`config.mk`:
```
export PLATFORM = sky130hd
export DESIGN_NAME = reg_file_wb
export DESIGN_NICKNAME = d
export VERILOG_FILES = /design/src/rtl/pipe_pkg.sv /design/src/rtl/sb_counter.sv /design/src/rtl/reg_file_wb.sv
export SDC_FILE = /design/constraint.sdc
export NUM_CORES = 1
export LEC_CHECK = 0
export BUFFER_PORTS_ARGS = -buffer_cell sky130_fd_sc_hd__buf_4
export CAP_MARGIN = 20
export CORE_ASPECT_RATIO = 0.8
export CORE_MARGIN = 5
export CORE_UTILIZATION = 32
export DETAILED_ROUTE_END_ITERATION = 6
export SYNTH_ARGS = -nofsm -noshare
export SYNTH_HDL_FRONTEND = slang
export SYNTH_HIERARCHICAL = 1
export SYNTH_SLANG_ARGS = --single-unit
```
`constraint.sdc`:
```
create_clock -name clk -period 1.7 [get_ports clk]
set_input_delay 0.085 -clock clk [delete_from_list [all_inputs] [get_ports clk]]
set_output_delay 0.085 -clock clk [all_outputs]
set_load 0.02 [all_outputs]
```
`src/rtl/pipe_pkg.sv`:
```
// Shared pipeline definitions: register-file geometry, index/word types and the PC index.
package pipe_pkg;

  localparam int REG_ADDR_W = 4;
  localparam int REG_DATA_W = 32;
  localparam int SB_CNT_W   = 2;

  typedef logic [REG_ADDR_W-1:0] reg_idx_t;
  typedef logic [REG_DATA_W-1:0] word_t;

  localparam reg_idx_t REG_PC = 4'd15;

endpackage

```
`src/rtl/sb_counter.sv`:
```
// Saturating pending-write counter for one register; err_o pulses on an over/underflow attempt.
module sb_counter
  import pipe_pkg::*;
#(
  parameter int CNT_W = SB_CNT_W
) (
  input  logic             clk,
  input  logic             rst,
  input  logic             inc_i,
  input  logic             dec_i,
  output logic [CNT_W-1:0] cnt_o,
  output logic             err_o
);

  localparam logic [CNT_W-1:0] CNT_MAX = {CNT_W{1'b1}};
  localparam logic [CNT_W-1:0] CNT_MIN = {CNT_W{1'b0}};
  localparam logic [CNT_W-1:0] CNT_ONE = CNT_W'(1);

  logic [CNT_W-1:0] cnt_q;
  logic [CNT_W-1:0] cnt_d;
  logic             err_s;

  // Next count: simultaneous inc/dec cancel, saturate at both ends and flag the attempt.
  always_comb begin
    cnt_d = cnt_q;
    err_s = 1'b0;
    case ({inc_i, dec_i})
      2'b10: begin
        if (cnt_q == CNT_MAX) begin
          err_s = 1'b1;
        end else begin
          cnt_d = cnt_q + CNT_ONE;
        end
      end
      2'b01: begin
        if (cnt_q == CNT_MIN) begin
          err_s = 1'b1;
        end else begin
          cnt_d = cnt_q - CNT_ONE;
        end
      end
      default: cnt_d = cnt_q;
    endcase
  end

  // Count register.
  always_ff @(posedge clk or negedge rst) begin
    if (!rst) begin
      cnt_q <= CNT_MIN;
    end else begin
      cnt_q <= cnt_d;
    end
  end

  assign cnt_o = cnt_q;
  assign err_o = err_s;

endmodule

```
`src/rtl/reg_file_wb.sv`:
```
// 16x32 architectural register file with per-register pending-write scoreboard and RAW stall.
// Build option REG_FILE_BYPASS_EN: forward the write-back value to reads and release the stall same cycle.
module reg_file_wb
  import pipe_pkg::*;
#(
  parameter int DATA_W = REG_DATA_W,
  parameter int ADDR_W = REG_ADDR_W,
  parameter int CNT_W  = SB_CNT_W
) (
  input  logic                 clk,
  input  logic                 rst,
  input  logic                 wb_en_i,
  input  logic [ADDR_W-1:0]    wb_dest_i,
  input  logic [DATA_W-1:0]    wb_val_i,
  input  logic [ADDR_W-1:0]    src1_i,
  input  logic [ADDR_W-1:0]    src2_i,
  input  logic                 src1_use_i,
  input  logic                 src2_use_i,
  input  logic                 issue_en_i,
  input  logic [ADDR_W-1:0]    issue_dest_i,
  output logic [DATA_W-1:0]    reg1_o,
  output logic [DATA_W-1:0]    reg2_o,
  output logic                 hazard_o,
  output logic [2**ADDR_W-1:0] pending_o,
  output logic                 err_o
);

  localparam int NREG = 2**ADDR_W;
  localparam logic [CNT_W-1:0] CNT_ONE = CNT_W'(1);
  localparam logic [CNT_W-1:0] CNT_MIN = {CNT_W{1'b0}};

  logic [DATA_W-1:0]           regs_q [NREG];
  logic [NREG-1:0][CNT_W-1:0]  cnt_s;
  logic [NREG-1:0]             inc_s;
  logic [NREG-1:0]             dec_s;
  logic [NREG-1:0]             cnt_err_s;
  logic                        err_q;
  logic                        err_d;
  logic                        bypass_ok1_s;
  logic                        bypass_ok2_s;
  logic                        h1_s;
  logic                        h2_s;

  // Register array write port.
  always_ff @(posedge clk or negedge rst) begin
    if (!rst) begin
      for (int i = 0; i < NREG; i++) begin
        regs_q[i] <= {DATA_W{1'b0}};
      end
    end else if (wb_en_i) begin
      regs_q[wb_dest_i] <= wb_val_i;
    end
  end

  for (genvar g = 0; g < NREG; g++) begin : g_sb
    assign inc_s[g] = issue_en_i && (issue_dest_i == ADDR_W'(g));
    assign dec_s[g] = wb_en_i && (wb_dest_i == ADDR_W'(g));

    sb_counter #(.CNT_W(CNT_W)) u_cnt (
      .clk   (clk),
      .rst   (rst),
      .inc_i (inc_s[g]),
      .dec_i (dec_s[g]),
      .cnt_o (cnt_s[g]),
      .err_o (cnt_err_s[g])
    );

    assign pending_o[g] = (cnt_s[g] != CNT_MIN);
  end

  // Sticky error: any counter over/underflow attempt latches until reset.
  always_comb begin
    if (|cnt_err_s) begin
      err_d = 1'b1;
    end else begin
      err_d = err_q;
    end
  end

  // Error flag register.
  always_ff @(posedge clk or negedge rst) begin
    if (!rst) begin
      err_q <= 1'b0;
    end else begin
      err_q <= err_d;
    end
  end

  // Read muxes; the bypass build forwards a matching write-back and lets the last one release the stall.
  always_comb begin
    reg1_o       = regs_q[src1_i];
    reg2_o       = regs_q[src2_i];
    bypass_ok1_s = 1'b0;
    bypass_ok2_s = 1'b0;
`ifdef REG_FILE_BYPASS_EN
    if (wb_en_i && (wb_dest_i == src1_i)) begin
      reg1_o = wb_val_i;
    end else begin
      reg1_o = regs_q[src1_i];
    end
    if (wb_en_i && (wb_dest_i == src2_i)) begin
      reg2_o = wb_val_i;
    end else begin
      reg2_o = regs_q[src2_i];
    end
    bypass_ok1_s = wb_en_i && (wb_dest_i == src1_i) && (cnt_s[src1_i] == CNT_ONE);
    bypass_ok2_s = wb_en_i && (wb_dest_i == src2_i) && (cnt_s[src2_i] == CNT_ONE);
`endif
  end

  // RAW hazard per read port.
  always_comb begin
    h1_s = src1_use_i && (cnt_s[src1_i] != CNT_MIN) && !bypass_ok1_s;
    h2_s = src2_use_i && (cnt_s[src2_i] != CNT_MIN) && !bypass_ok2_s;
  end

  assign hazard_o = h1_s | h2_s;
  assign err_o    = err_q;

endmodule

```
[Yosys cells after proc, flatten, opt, wreduce, memory -nomap -nowiden]
Cells that the tools add are included.
Word-level totals
  register bits: 545
  bits in latches: 0
  memory bits (writable): 0
  ROM bits: 0
  bits of input ports: 54
  output and inout bits: 82
  word-level logic and storage cells: 398
  memories: 0
Cells by class
  $add $sub $neg: 32
  multipliers: 0
  div/mod/pow operators: 0
  $lt $le $gt $ge: 6
  equal/unequal tests: 110
  shifts and indexed selects: 0
  mux-type cells: 109
  bitwise gates (word level): 4
  reduce and logical (&&, ||, !) cells: 104
Operators by type and width (count)
  $bwmux W512: 1
  $bmux W32 S4: 2
  $mux W32: 5
  $demux W32 S4: 1
  $mux W2: 34
  $reduce_bool A2 Y1: 34
  $eq A2 B2 Y1 const B: 32
  $eq A4 B4 Y1 const B: 16
  $ne A2 B2 Y1 const B: 32
  $pmux W2 S2: 16
  $reduce_and A3 Y1: 16
  $logic_and A1 B1 Y1: 35
  $add A2 B1 Y2 const B: 16
  $eq A2 B1 Y1 const B: 16
  $eq A4 B3 Y1 const B: 8
  $logic_not A2 Y1: 16
  $mux W1: 32
  $pmux W1 S2: 16
  $sub A2 B1 Y2 const B: 16
  $bmux W2 S4: 2
  $eq A4 B2 Y1 const B: 4
  $reduce_or A16 Y1: 1
  $ge A5 B5 Y1 const B: 3
  $not A4 Y5: 3
  5 further kinds: 8

[Longest topological paths before layout]
  depth in word-level cells: 6
  gate-level depth with buffers: 12
  depth with buffers taken out: 10

[By module]
The synthesis kept the hierarchy.
By module, submodules not included
  reg_file_wb: instances 1, cells each 1616, area an instance 27238.6 um^2, sequential area each 12837.3 um^2
  sb_counter (g_sb[0].u_cnt ...): instances 14, cells each 19, area an instance 158.9 um^2, sequential area each 50.0 um^2
  sb_counter (g_sb[8].u_cnt ...): instances 2, cells each 22, area an instance 192.7 um^2, sequential area each 50.0 um^2

[Worst setup path before layout]
Ideal clock, no wire load.
  kind: input port to flip-flop
  start point: input port wb_dest_i[1]
  end point: register err_q, in the netlist err_o
  library setup time: 0.139 ns
  data arrival time: 2.242 ns
  required time: 1.561 ns
  path slack: -0.681 ns
  cell stages on the path: 11
  path buffers: 2
  cell sequence: clkbuf_1 nand3b_1 clkbuf_1 inv_1 ha_1 nor3b_1 a31oi_1 nor2_1 nor4_1 nand4_1 or4_1
Between the ends
  cells in the longest elaborated chain, start to end: 5
  elaborated cells on any way between the ends: 81
  classes of those cells: eq/ne (47); mux (16); reduce/logical (18)
Ends and longest elaborated chain
  start: declaration: RTL line reg_file_wb.sv:13  | input logic [ADDR_W-1:0] wb_dest_i,
  $eq A4 B1 Y1 *: RTL line reg_file_wb.sv:57  | assign dec_s[g] = wb_en_i && (wb_dest_i == ADDR_W'(g));
  $logic_and A1 B1 Y1 *: RTL line reg_file_wb.sv:57
  via dec_s[1]: RTL line reg_file_wb.sv:35  | logic [NREG-1:0] dec_s;
  $eq A2 B1 Y1 or $eq A2 B2 Y1 (tied branches): RTL line sb_counter.sv:27  | case ({inc_i, dec_i})
  $pmux W1 S2 *: RTL line sb_counter.sv:27
  via cnt_err_s[1]: RTL line reg_file_wb.sv:36  | logic [NREG-1:0] cnt_err_s;
  $reduce_or A16 Y1 *: RTL line reg_file_wb.sv:73  | if (|cnt_err_s) begin
  end signal: assignment: RTL line reg_file_wb.sv:85  | err_q <= err_d;
  end: declaration: RTL line reg_file_wb.sv:37  | logic err_q;
Mark *: on every way through the listed nets, which the timed path passes. The rest lies on a longest branch.
A chain may end at the register's enable or synchronous reset.

[Worst setup path in the final report]
  start point: register g_sb[10].u_cnt.cnt_q[1]
  end point: output port hazard_o
Between the ends
  cells in the longest elaborated chain, start to end: 5
  elaborated cells on any way between the ends: 9
  classes of those cells: mux (4); bitwise (1); reduce/logical (4)
Ends and longest elaborated chain
  start: declaration: RTL line sb_counter.sv:19  | logic [CNT_W-1:0] cnt_q;
  start signal: assignment: RTL line sb_counter.sv:51  | cnt_q <= cnt_d;
  $bmux W2 S4, on equally long branches: RTL line reg_file_wb.sv:113, reg_file_wb.sv:114
  $mux W2, on equally long branches: RTL line reg_file_wb.sv:113, reg_file_wb.sv:114
  $reduce_bool A2 Y1, on equally long branches: RTL line reg_file_wb.sv:113, reg_file_wb.sv:114
  $logic_and A1 B1 Y1, on equally long branches: RTL line reg_file_wb.sv:113, reg_file_wb.sv:114
  $or A1 B1 Y1 *: RTL line reg_file_wb.sv:117  | assign hazard_o = h1_s | h2_s;
  end: declaration: RTL line reg_file_wb.sv:23  | output logic hazard_o,
Mark *: on every way between the ends. The rest lies on a longest branch, timed or not. The select of a mux whose other input is x is not followed.

==> flow_summary.json <==
{
  "period_share_pct": 152,
  "clk_pin_slew_ns": 0.06,
  "cp_max_fo": 2,
  "grt_antenna_before_repair": 14,
  "min_path_type": "in2reg",
  "synth_area_per_cell_um2": 15.5,
  "synth.distinct_cells": 36,
  "cts.path.max_buffers": 3,
  "fp.dieW_um": 351,
  "syn_nets": 2014,
  "yosys.area_share.simple_pct": 3.92,
  "dr.pass1.iters": 6,
  "cts_made_buffers": 60,
  "grt_max_degree": 81,
  "vias_per_cell": 5.46,
  "ys_ff_latch": 545,
  "maxCapViolCount": 0,
  "cts_tree": "done",
  "synth_edf_count": 0,
  "status": "complete, but fails checks",
  "ioPinCount": 136,
  "muxShareOfSynthArea_pct": 44.1,
  "vias": 19300,
  "yosys_warnings": 6,
  "synth_cells": 1926,
  "tightest_slew_ns": 0.886,
  "synth-main-ff-cell": "dfrtp_1",
  "routedWlPerCell_um": 25.6,
  "relSlewSlack_pct": 40.9,
  "grt_pass1_vias": 20800,
  "synth_xor_area_share_pct": 0,
  "skew_ns": 0.00888,
  "max_freq_ghz": 0.388,
  "std_cell_rows": 100,
  "clock-root-buffer": "clkbuf_16",
  "worst_slack_ns": -0.877,
  "cp.required_ns": 1.62,
  "synth-seq-area-share_pct": 45.7,
  "violations": "setup timing",
  "cp-startpoint": "g_sb[10].u_cnt/cnt_o[1]",
  "cts_sinks": 545,
  "n_fill_cell": 8472,
  "setup_viol": 66,
  "final_nets": 2339,
  "timing.rr.start": "g_sb[11].u_cnt/cnt_o[0]",
  "dpl.hpwl_um": 57000,
  "setup.worst_path.class": "reg2out",
  "grt_setup_unrepaired": "true",
  "die-height_um": 283,
  "synth_compound_area_share_pct": 1.56,
  "ant_nets": 0,
  "drc": 0,
  "core_um2": 92800,
  "end_kind": "primary output",
  "fin_crit_ns": 2.58,
  "overflow": 0,
  "port_buffers": 135,
  "hold_violations": 0,
  "cellLeakagePower_uw": 0.0152,
  "grt_pass1_wl_um": 137000,
  "die_area_um2": 99500,
  "stdcell_area_um2": 37000,
  "initial_utilization_pct": 32.2,
  "cp-start-kind": "flip-flop",
  "clk_latency_ns": 0.64,
  "drt_iter0_markers": 1261,
  "postPlaceCellArea_um2": 34200,
  "arrival_ns": 2.49,
  "synth_top_family_by_area": "multiplexers",
  "synthArstFlopShare_pct": 100,
  "htree_levels": 2,
  "hp-start": "issue_dest_i[0]",
  "power_density_nw_per_um2": 1200,
  "syn_area_um2": 29800,
  "drive_gt1_share_pct": 57.2,
  "track_usage_pct": 18.1,
  "maxSlewViolCount": 0,
  "area_delta_synth_final_pct": 23.9,
  "final_core_util_pct": 39.8,
  "synthAdderAreaFrac_pct": 1.43,
  "place_congestion": 0.834,
  "wl_um": 90300,
  "peakVddDrop_mv": 0.874
}
==> area by class of cell <==
type,count,area (um^2),area share [%]
timing repair buffer,426,4160,11.2
clock inverter,19,208,0.561
inverter,56,213,0.575
sequential,545,13600,36.9
antenna,6,15.0,0.0406
tap,1224,1530,4.14
clock buffer,91,1740,4.70
multi-input combinational,1162,15500,41.9
==> metal layers <==
metal  share of wire, %  track usage (%)  vias to the layer above
met2                 48             29.3                      540
met1                 42             24.5                    10400
li1                   -                -                     8123
met3                6.5             4.29                      174
met4                2.8             4.83                        8
met5              0.044                0                        -
==> through the flow <==
stage | total power [uW] | instances | TNS, ns | hold WS (ns) | setup slack, ns
global route | 46400 | 3527 | -43.10 | 0.142 | -0.930
global placement | 30200 | 3365 | -73.76 | 0.0114 | -0.868
detailed placement | 30900 | 3365 | -79.80 | 0.0142 | -0.888
finish | 44400 | 3529 | -39.37 | 0.109 | -0.877
CTS | 44600 | 3514 | -41.88 | 0.0835 | -0.889
floorplan | 26000 | 1926 | -0.659 | -0.211 | -0.500
==> cell usage after synthesis (2+ instances only) <==
cell | n | area share (%)
a2111oi_0 | 3 | 0.088
a21oi_1 | 20 | 0.34
a21oi_2 | 2 | 0.059
a221o_1 | 14 | 0.47
a31oi_1 | 14 | 0.29
and4b_2 | 14 | 0.53
buf_1 | 21 | 0.26
buf_2 | 62 | 1.0
buf_6 | 13 | 0.49
clkbuf_1 | 67 | 0.84
dfrtp_1 | 545 | 46
ha_1 | 34 | 1.4
inv_1 | 56 | 0.70
mux2_1 | 87 | 3.3
mux2_2 | 425 | 16
mux4_2 | 328 | 25
nand2_1 | 24 | 0.30
nand2b_1 | 18 | 0.38
nand3_1 | 4 | 0.067
nand3b_1 | 6 | 0.15
nor2_1 | 85 | 1.1
nor3_1 | 34 | 0.57
nor3b_1 | 15 | 0.38
nor3b_2 | 2 | 0.084
nor4_1 | 3 | 0.063
nor4b_2 | 2 | 0.10
o21ai_0 | 3 | 0.050
o21ai_1 | 14 | 0.23
or2_1 | 2 | 0.042
or3_1 | 3 | 0.063
==> cell families (layout without fill, tap and decap cells) <==
group	count (synthesis)	count (layout)
compound gates	71	71
fa+ha+maj	34	34
buf+inv	219	592
flops	545	545
mux	840	840
other cells	0	6
simple gates	217	217
==> cells in the final DEF, fill, tap and decap left out, types with 3 or more instances in the layout <==
master         count
mux4_2           328
buf_6             73
buf_8              3
a31oi_1           13
clkbuf_1          19
clkinv_2          10
buf_4            270
nor3b_1           14
o21ai_1           15
inv_1             47
dfrtp_2            6
and4b_2           14
clkinvlp_4         3
nor2_2             9
nor3_1            33
a221o_1           14
ha_4               3
dfrtp_1          539
nand2b_1          18
dlygate4sd3_1     34
ha_1              31
diode_2            6
nor2_4            18
mux2_2           425
inv_2              8
nor2_1            58
mux2_1            87
clkbuf_8          12
clkbuf_16         60
nand3_1            4
a21oi_1           20
nand3b_1           6
nor3b_2            3
or3_2              3
nand2_1           23
buf_12            46
==> registers in the layout, summed over array words and instances, names as in the netlist <==
| signal | cells |
|---|---|
| regs_q | 512 |
| g_sb.u_cnt/cnt_o | 32 |
| err_o | 1 |
==> report_power, final <==
| group | total [uW] | internal, uW | switching [uW] |
|---|---|---|---|
| Combinational | 13100 | 7850 | 5290 |
| Clock | 12900 | 7360 | 5580 |
| Sequential | 18300 | 16000 | 2250 |
==> repair_timing <==
| item | 4_1_cts | 5_1_grt |
|---|---|---|
| endpoints found under the hold margin | 1057 | 0 |
| buffers inserted | 6 | 9 |
| resized for setup | 87 | 14 |
| pin swaps | 1 | 4 |
| hold buffers | 34 | 0 |
| endpoints found under the setup margin | 76 | 73 |
==> worst max-delay path, cell delays in order, from the launching register on <==
cell	delay, ns
dfrtp_1	0.41
nor2_4	0.22
inv_2	0.06
mux4_2	0.50
a2111oi_4	0.40
o32ai_4	0.12
buf_6	0.14
==> worst paths after layout <==
| kind | slack [ns] | end | cells past startpoint |
|---|---|---|---|
| min | 0.11 | g_sb[8].u_cnt/cnt_o[1] | 5 |
| min in group asynchronous | 0.23 | regs_q[95] | 3 |
| max | -0.88 | hazard_o | 6 |
| max reg2reg | -0.26 | err_o | 8 |
| max in group asynchronous | 0.59 | regs_q[86] | 3 |
| min reg2reg | 0.51 | regs_q[101] | 1 |
(Power assumes the default switching activity.)
